### src/rtl/multicycle_ctrl_pkg.sv
// Shared types and encodings for the multicycle controller.
// Optional MULTICYCLE_CTRL_MEM_READY_EN build adds memory wait states.
package multicycle_ctrl_pkg;

  typedef enum logic [3:0] {
    ST_FETCH    = 4'd0,
    ST_DECODE   = 4'd1,
    ST_MEMADR   = 4'd2,
    ST_MEMREAD  = 4'd3,
    ST_MEMWB    = 4'd4,
    ST_MEMWRITE = 4'd5,
    ST_EXECR    = 4'd6,
    ST_EXECI    = 4'd7,
    ST_ALUWB    = 4'd8,
    ST_BRANCH   = 4'd9
  } state_e;

  localparam logic [1:0] OP_DP  = 2'b00;
  localparam logic [1:0] OP_MEM = 2'b01;
  localparam logic [1:0] OP_BR  = 2'b10;
  localparam logic [1:0] OP_ILL = 2'b11;

  localparam logic [3:0] CMD_ADD = 4'b0100;
  localparam logic [3:0] CMD_SUB = 4'b0010;
  localparam logic [3:0] CMD_CMP = 4'b1010;
  localparam logic [3:0] CMD_CMN = 4'b1011;

  localparam logic       ADR_PC  = 1'b0;
  localparam logic       ADR_ALU = 1'b1;

  localparam logic [1:0] SRCA_REG = 2'b00;
  localparam logic [1:0] SRCA_PC  = 2'b01;
  localparam logic [1:0] SRCA_ALU = 2'b10;

  localparam logic [1:0] SRCB_REG = 2'b00;
  localparam logic [1:0] SRCB_IMM = 2'b01;
  localparam logic [1:0] SRCB_4   = 2'b10;

  localparam logic [1:0] RES_OUT  = 2'b00;
  localparam logic [1:0] RES_DATA = 2'b01;
  localparam logic [1:0] RES_ALU  = 2'b10;

  typedef struct packed {
    logic       ir_write;
    logic       pc_fetch;
    logic       pc_branch;
    logic       reg_write;
    logic       mem_write;
    logic       adr_src;
    logic [1:0] alu_src_a;
    logic [1:0] alu_src_b;
    logic [1:0] result_src;
    logic       alu_op;
    logic [1:0] flag_write;
  } ctrl_t;

  function automatic logic is_cmp(input logic [3:0] cmd);
    return (cmd == CMD_CMP) || (cmd == CMD_CMN);
  endfunction

  function automatic logic is_arith(input logic [3:0] cmd);
    return (cmd == CMD_ADD) || (cmd == CMD_SUB) || is_cmp(cmd);
  endfunction

endpackage

### src/rtl/multicycle_ctrl_decode.sv
// Moore output decode: state and funct to raw, ungated strobes.
// Gating by cond_ex, reset and mem_ready happens in the top.
module multicycle_ctrl_decode
  import multicycle_ctrl_pkg::*;
(
  input  logic [3:0] i_state,
  input  logic [4:0] i_funct,
  output ctrl_t      o_ctrl
);

  logic [3:0] w_cmd;
  logic       w_s;

  assign w_cmd = i_funct[4:1];
  assign w_s   = i_funct[0];

  // Per-state raw outputs; anything not set stays 0
  always_comb begin
    o_ctrl = '0;
    case (i_state)
      ST_FETCH: begin
        o_ctrl.ir_write   = 1'b1;
        o_ctrl.pc_fetch   = 1'b1;
        o_ctrl.adr_src    = ADR_PC;
        o_ctrl.alu_src_a  = SRCA_PC;
        o_ctrl.alu_src_b  = SRCB_4;
        o_ctrl.result_src = RES_ALU;
      end
      ST_DECODE: begin
        o_ctrl.alu_src_a  = SRCA_PC;
        o_ctrl.alu_src_b  = SRCB_4;
        o_ctrl.result_src = RES_ALU;
      end
      ST_MEMADR: begin
        o_ctrl.alu_src_a = SRCA_REG;
        o_ctrl.alu_src_b = SRCB_IMM;
      end
      ST_MEMREAD: begin
        o_ctrl.adr_src = ADR_ALU;
      end
      ST_MEMWB: begin
        o_ctrl.result_src = RES_DATA;
        o_ctrl.reg_write  = 1'b1;
      end
      ST_MEMWRITE: begin
        o_ctrl.adr_src   = ADR_ALU;
        o_ctrl.mem_write = 1'b1;
      end
      ST_EXECR, ST_EXECI: begin
        o_ctrl.alu_src_b = (i_state == ST_EXECI)
                         ? SRCB_IMM : SRCB_REG;
        o_ctrl.alu_op        = 1'b1;
        o_ctrl.flag_write[1] = w_s;
        o_ctrl.flag_write[0] = w_s & is_arith(w_cmd);
      end
      ST_ALUWB: begin
        o_ctrl.reg_write = ~is_cmp(w_cmd);
      end
      ST_BRANCH: begin
        o_ctrl.alu_src_a  = SRCA_ALU;
        o_ctrl.alu_src_b  = SRCB_IMM;
        o_ctrl.result_src = RES_ALU;
        o_ctrl.pc_branch  = 1'b1;
      end
      default: o_ctrl = '0;
    endcase
  end

endmodule

### src/rtl/multicycle_ctrl_fsm.sv
// Multicycle controller: state register, sequencing and strobe gating.
// Define MULTICYCLE_CTRL_MEM_READY_EN to stall on mem_ready.
module multicycle_ctrl_fsm
  import multicycle_ctrl_pkg::*;
#(
  parameter int STATE_W = 4
) (
  input  logic               clk,
  input  logic               reset,
  input  logic [1:0]         op,
  input  logic [5:0]         funct,
  input  logic [3:0]         rd,
  input  logic               cond_ex,
  input  logic               mem_ready,
  output logic               ir_write,
  output logic               pc_write,
  output logic               reg_write,
  output logic               mem_write,
  output logic               adr_src,
  output logic [1:0]         alu_src_a,
  output logic [1:0]         alu_src_b,
  output logic [1:0]         result_src,
  output logic               alu_op,
  output logic [1:0]         flag_write,
  output logic [STATE_W-1:0] state_o
);

  logic [STATE_W-1:0] r_state;
  logic [3:0]         w_st;
  logic [3:0]         w_next;
  logic               w_ready;
  ctrl_t              w_raw;
  logic               w_rw;
  logic               w_pc;

`ifdef MULTICYCLE_CTRL_MEM_READY_EN
  assign w_ready = mem_ready;
`else
  logic w_unused_ready;
  assign w_unused_ready = mem_ready;
  assign w_ready = 1'b1;
`endif

  assign w_st = r_state[3:0];

  multicycle_ctrl_decode u_decode (
    .i_state (w_st),
    .i_funct (funct[4:0]),
    .o_ctrl  (w_raw)
  );

  // Next-state selection; stray codes fall back to FETCH
  always_comb begin
    w_next = ST_FETCH;
    case (w_st)
      ST_FETCH:
        w_next = w_ready ? ST_DECODE : ST_FETCH;
      ST_DECODE: begin
        unique case (1'b1)
          (op == OP_MEM):
            w_next = ST_MEMADR;
          (op == OP_DP) && !funct[5]:
            w_next = ST_EXECR;
          (op == OP_DP) && funct[5]:
            w_next = ST_EXECI;
          (op == OP_BR):
            w_next = ST_BRANCH;
          default:
            w_next = ST_FETCH;
        endcase
      end
      ST_MEMADR:
        w_next = funct[0] ? ST_MEMREAD : ST_MEMWRITE;
      ST_MEMREAD:
        w_next = w_ready ? ST_MEMWB : ST_MEMREAD;
      ST_MEMWRITE:
        w_next = w_ready ? ST_FETCH : ST_MEMWRITE;
      ST_EXECR, ST_EXECI:
        w_next = ST_ALUWB;
      default:
        w_next = ST_FETCH;
    endcase
  end

  // State register; reset parks the FSM in FETCH at once
  always_ff @(posedge clk or negedge reset) begin
    if (!reset) r_state <= STATE_W'(ST_FETCH);
    else        r_state <= STATE_W'(w_next);
  end

  // Register write that survives cond_ex; rd=15 also redirects PC
  assign w_rw = w_raw.reg_write & cond_ex;

  assign w_pc = (w_raw.pc_fetch & w_ready)
              | (w_raw.pc_branch & cond_ex)
              | (w_rw & (rd == 4'd15));

  assign ir_write   = reset & w_raw.ir_write & w_ready;
  assign pc_write   = reset & w_pc;
  assign reg_write  = reset & w_rw;
  assign mem_write  = reset & w_raw.mem_write & cond_ex;
  assign flag_write = {2{reset & cond_ex}} & w_raw.flag_write;

  assign adr_src    = w_raw.adr_src;
  assign alu_src_a  = w_raw.alu_src_a;
  assign alu_src_b  = w_raw.alu_src_b;
  assign result_src = w_raw.result_src;
  assign alu_op     = w_raw.alu_op;
  assign state_o    = r_state;

endmodule

### config.mk
export PLATFORM = sky130hd
export DESIGN_NAME = multicycle_ctrl_fsm
export DESIGN_NICKNAME = d
export VERILOG_FILES = /design/src/rtl/multicycle_ctrl_pkg.sv /design/src/rtl/multicycle_ctrl_decode.sv /design/src/rtl/multicycle_ctrl_fsm.sv
export SDC_FILE = /design/constraint.sdc
export NUM_CORES = 1
export LEC_CHECK = 0
export ABC_CLOCK_PERIOD_IN_PS = 1940
export BUFFER_PORTS_ARGS = -buffer_cell sky130_fd_sc_hd__buf_2
export CAP_MARGIN = 20
export CORE_AREA = 2 2 40 42
export CTS_CLUSTER_DIAMETER = 30
export DETAILED_ROUTE_END_ITERATION = 8
export DIE_AREA = 0 0 42 44
export PLACE_DENSITY = 0.65
export SYNTH_ARGS = -nofsm -noshare
export SYNTH_HDL_FRONTEND = slang
export SYNTH_SLANG_ARGS = --single-unit
export TNS_END_PERCENT = 20
### constraint.sdc
create_clock -name clk -period 1.94 [get_ports clk]
set_input_delay 0.388 -clock clk [delete_from_list [all_inputs] [get_ports clk]]
set_output_delay 0.388 -clock clk [all_outputs]
set_load 0.02 [all_outputs]
==> metrics.cfg <==
[logic_synthesis]
synth-seq-area-share = 0.231
yosysMostFrequentCell = nor2_1
avgSynthCellArea_sq_um = 8.02
async_flop_share = 1.00
synthCells = 54
synth-seq-cells = 4
yosys_warnings = 0
synthTopCellsByArea = dfrtp_1, buf_6, nor2_1
synthFlopType = dfrtp_1
yosysTopAreaCellShare = 0.231
synth_edf_count = 0
syn_area_sq_um = 433
ys_types = 28
synthesis.nets = 70
synthTopCellsByCount = nor2_1, nand2_1, dfrtp_1, nor3_1
post-synth-top-area-cell = dfrtp_1

[power_and_ir_drop]
power.density_nw_per_um2 = 1750
seqPwrFrac = 0.144
leakagePower_nw = 0.329
clockPowerShare = 0.092
power_frac_comb = 0.765
p_switching_w = 0.000596
p_int_w = 0.000520
vdd_drop_max_mv = 0.888
switching_share = 0.534

[place]
gp_congestion = 0.731
dp_slack_ps = 239
place_area_sq_um = 612
dpl.hpwl_um = 987
port_buffers = 32

[routing]
drc = 0
dr_total_vias = 519
drt_first_pass_iters = 3
postRouteAntennaNets = 0
routed_wire_length_per_instance_um = 11.6
viasPerCell = 4.94
drt_iter0_markers = 4
routed_wl_um = 1220

[grt]
grt_pass1_wl_um = 1950
antenna_found_initial = 0
grt_pass1_vias = 475
grt_util_all_layers = 0.141
grt_max_degree = 14
grt_overflow = 0

[worst_setup_path]
crit_type = reg -> out
startpoint_type = flop
endpoint = pc_write
rrSetupSlack_ps = 810
endpoint_kind = primary output
cp.arrival_ps = 1480
rr_startpoint = state_o[0]$_DFF_PN0_
r2r.worst_path.cells = 4
worstPathRequired_ps = 1550
r2r-end = state_o[2]$_DFF_PN0_
cp-startpoint = state_o[3]$_DFF_PN0_
critPathMaxFanout = 7

[die]
die_area_sq_um = 1850
initial_utilization = 0.305
fp.dieW_um = 42
die_y_um = 44
boundaryPins = 34
num_rows = 14
core_sq_um = 1420

[timing]
rsz0062_at_grt = false
fmax_mhz = 536
min_period_ps = 1860
tns_ps = 0
worst_slack_ps = 75.9
hold_viol = 0
tightestPinTransition_ps = 258
finalCritPeriodShare = 0.961
final-max-slew-violation-count = 0
finalSetupViolations = 0
finClkSkew_ps = 2.16
hold_slack_ps = 65.8
slew_headroom = 0.825

[clock_tree]
clkSinkCount = 4
h-tree-depth = 1
clock_tree.buffer_depth = 2
cts_setup_buffers = 0
insertion_delay_ps = 230
numCtsBuffers = 3
clk_pin_slew_ps = 40
cts_tree = built
cts_root_buf = clkbuf_4

[cells_and_area]
post-route-util = 0.449
fin_area_sq_um = 637
drive_above_1_share = 0.517
largest_reg_flops = 4
fill_cells = 143
area_growth_syn_to_layout_pct = 47.1
layout.nets = 107
diodes = 0

[job]
maxCapViolations = 0

[run_status]
status = completed

[worst_hold_path]
min_path_type = in -> async

-- placed cells by master, fill, tap and decap left out --
cell,netlist,layout
o31a_1,1,1
nor3_1,4,3
nor2b_1,1,1
inv_1,3,3
a21oi_1,2,2
a31o_2,1,1
nor4bb_1,1,1
nor4b_1,1,1
buf_2,2,32
nand2b_1,1,1
dfrtp_1,4,4
o32a_1,1,1
nand2_1,5,5
a21boi_0,1,1
and4_1,2,2
nor3b_1,1,1
and4_4,1,1
clkbuf_4,0,3
nand4b_1,2,2
or2_4,0,1
o21ai_0,2,2
nand3_1,1,1
nor2_1,7,7
nor4b_2,1,1
and3b_2,1,1
buf_4,0,5
nor3_2,0,1
a32o_1,1,1
xnor2_1,2,2
a2bb2oi_1,1,1
-- critical path, cell delays in order (launching register included) --
cell and delay, ps:
dfrtp_1 430, or2_4 310, and4_4 160, a32o_1 200, buf_2 150
-- repair_timing --
action | in CTS | in global routing
setup endpoints to repair | 1 | 0
hold buffers | 0 | 0
gates resized for setup | 1 | 0
-- layer usage --
layer | vias up | wire length, um | global-route usage
met5 | - | 0 | 0
met4 | 0 | 8 | 0.0968
met3 | 2 | 119 | 0.0375
met2 | 26 | 581 | 0.253
met1 | 225 | 511 | 0.144
li1 | 266 | - | -
-- layout make-up --
class | instances | area [sq um] | area share
multi-input cells | 42 | 285 | 0.448
clock buffers | 3 | 22.5 | 0.0354
well taps | 16 | 20.0 | 0.0314
flip-flops and latches | 4 | 100 | 0.157
inverters | 3 | 11.3 | 0.0177
repair buffers | 37 | 198 | 0.310
-- worst min path at each step --
stage | start | end | slack (ps) | depth (start not counted)
after floorplan | reset | state_o[0]$_DFF_PN0_ | 90 | 0
after CTS | reset | state_o[0]$_DFF_PN0_ | 60 | 2
after global placement | reset | state_o[2]$_DFF_PN0_ | 300 | 2
after detailed placement | reset | state_o[3]$_DFF_PN0_ | 310 | 2
final | reset | state_o[0]$_DFF_PN0_ | 70 | 2
after global routing | reset | state_o[3]$_DFF_PN0_ | 70 | 2
-- cell families after synthesis --
kind of cell           count (synthesis)  synth area share
AND/OR/NAND/NOR                       30             0.431
AO/OA/AOI/OAI                         10             0.171
buffers and inverters                  8             0.127
flip-flops                             4             0.231
XOR/XNOR                               2            0.0405
-- stage by stage --
stage | cells | total power [W]
finish | 105 | 0.00112
global route | 105 | 0.00121
CTS | 105 | 0.00113
detailed placement | 102 | 0.00100
global placement | 102 | 0.000987
floorplan | 54 | 0.000793
-- power groups by stage --
stage                     combinational [W]  clock [W]  sequential [W]
after CTS                          0.000858   0.000108        0.000162
after floorplan                    0.000591          0        0.000201
after global placement             0.000831          0        0.000157
final                              0.000853   0.000102        0.000160
after detailed placement           0.000839          0        0.000161
after global routing               0.000923   0.000115        0.000167
No activity file was read; power rests on OpenSTA's default activity.
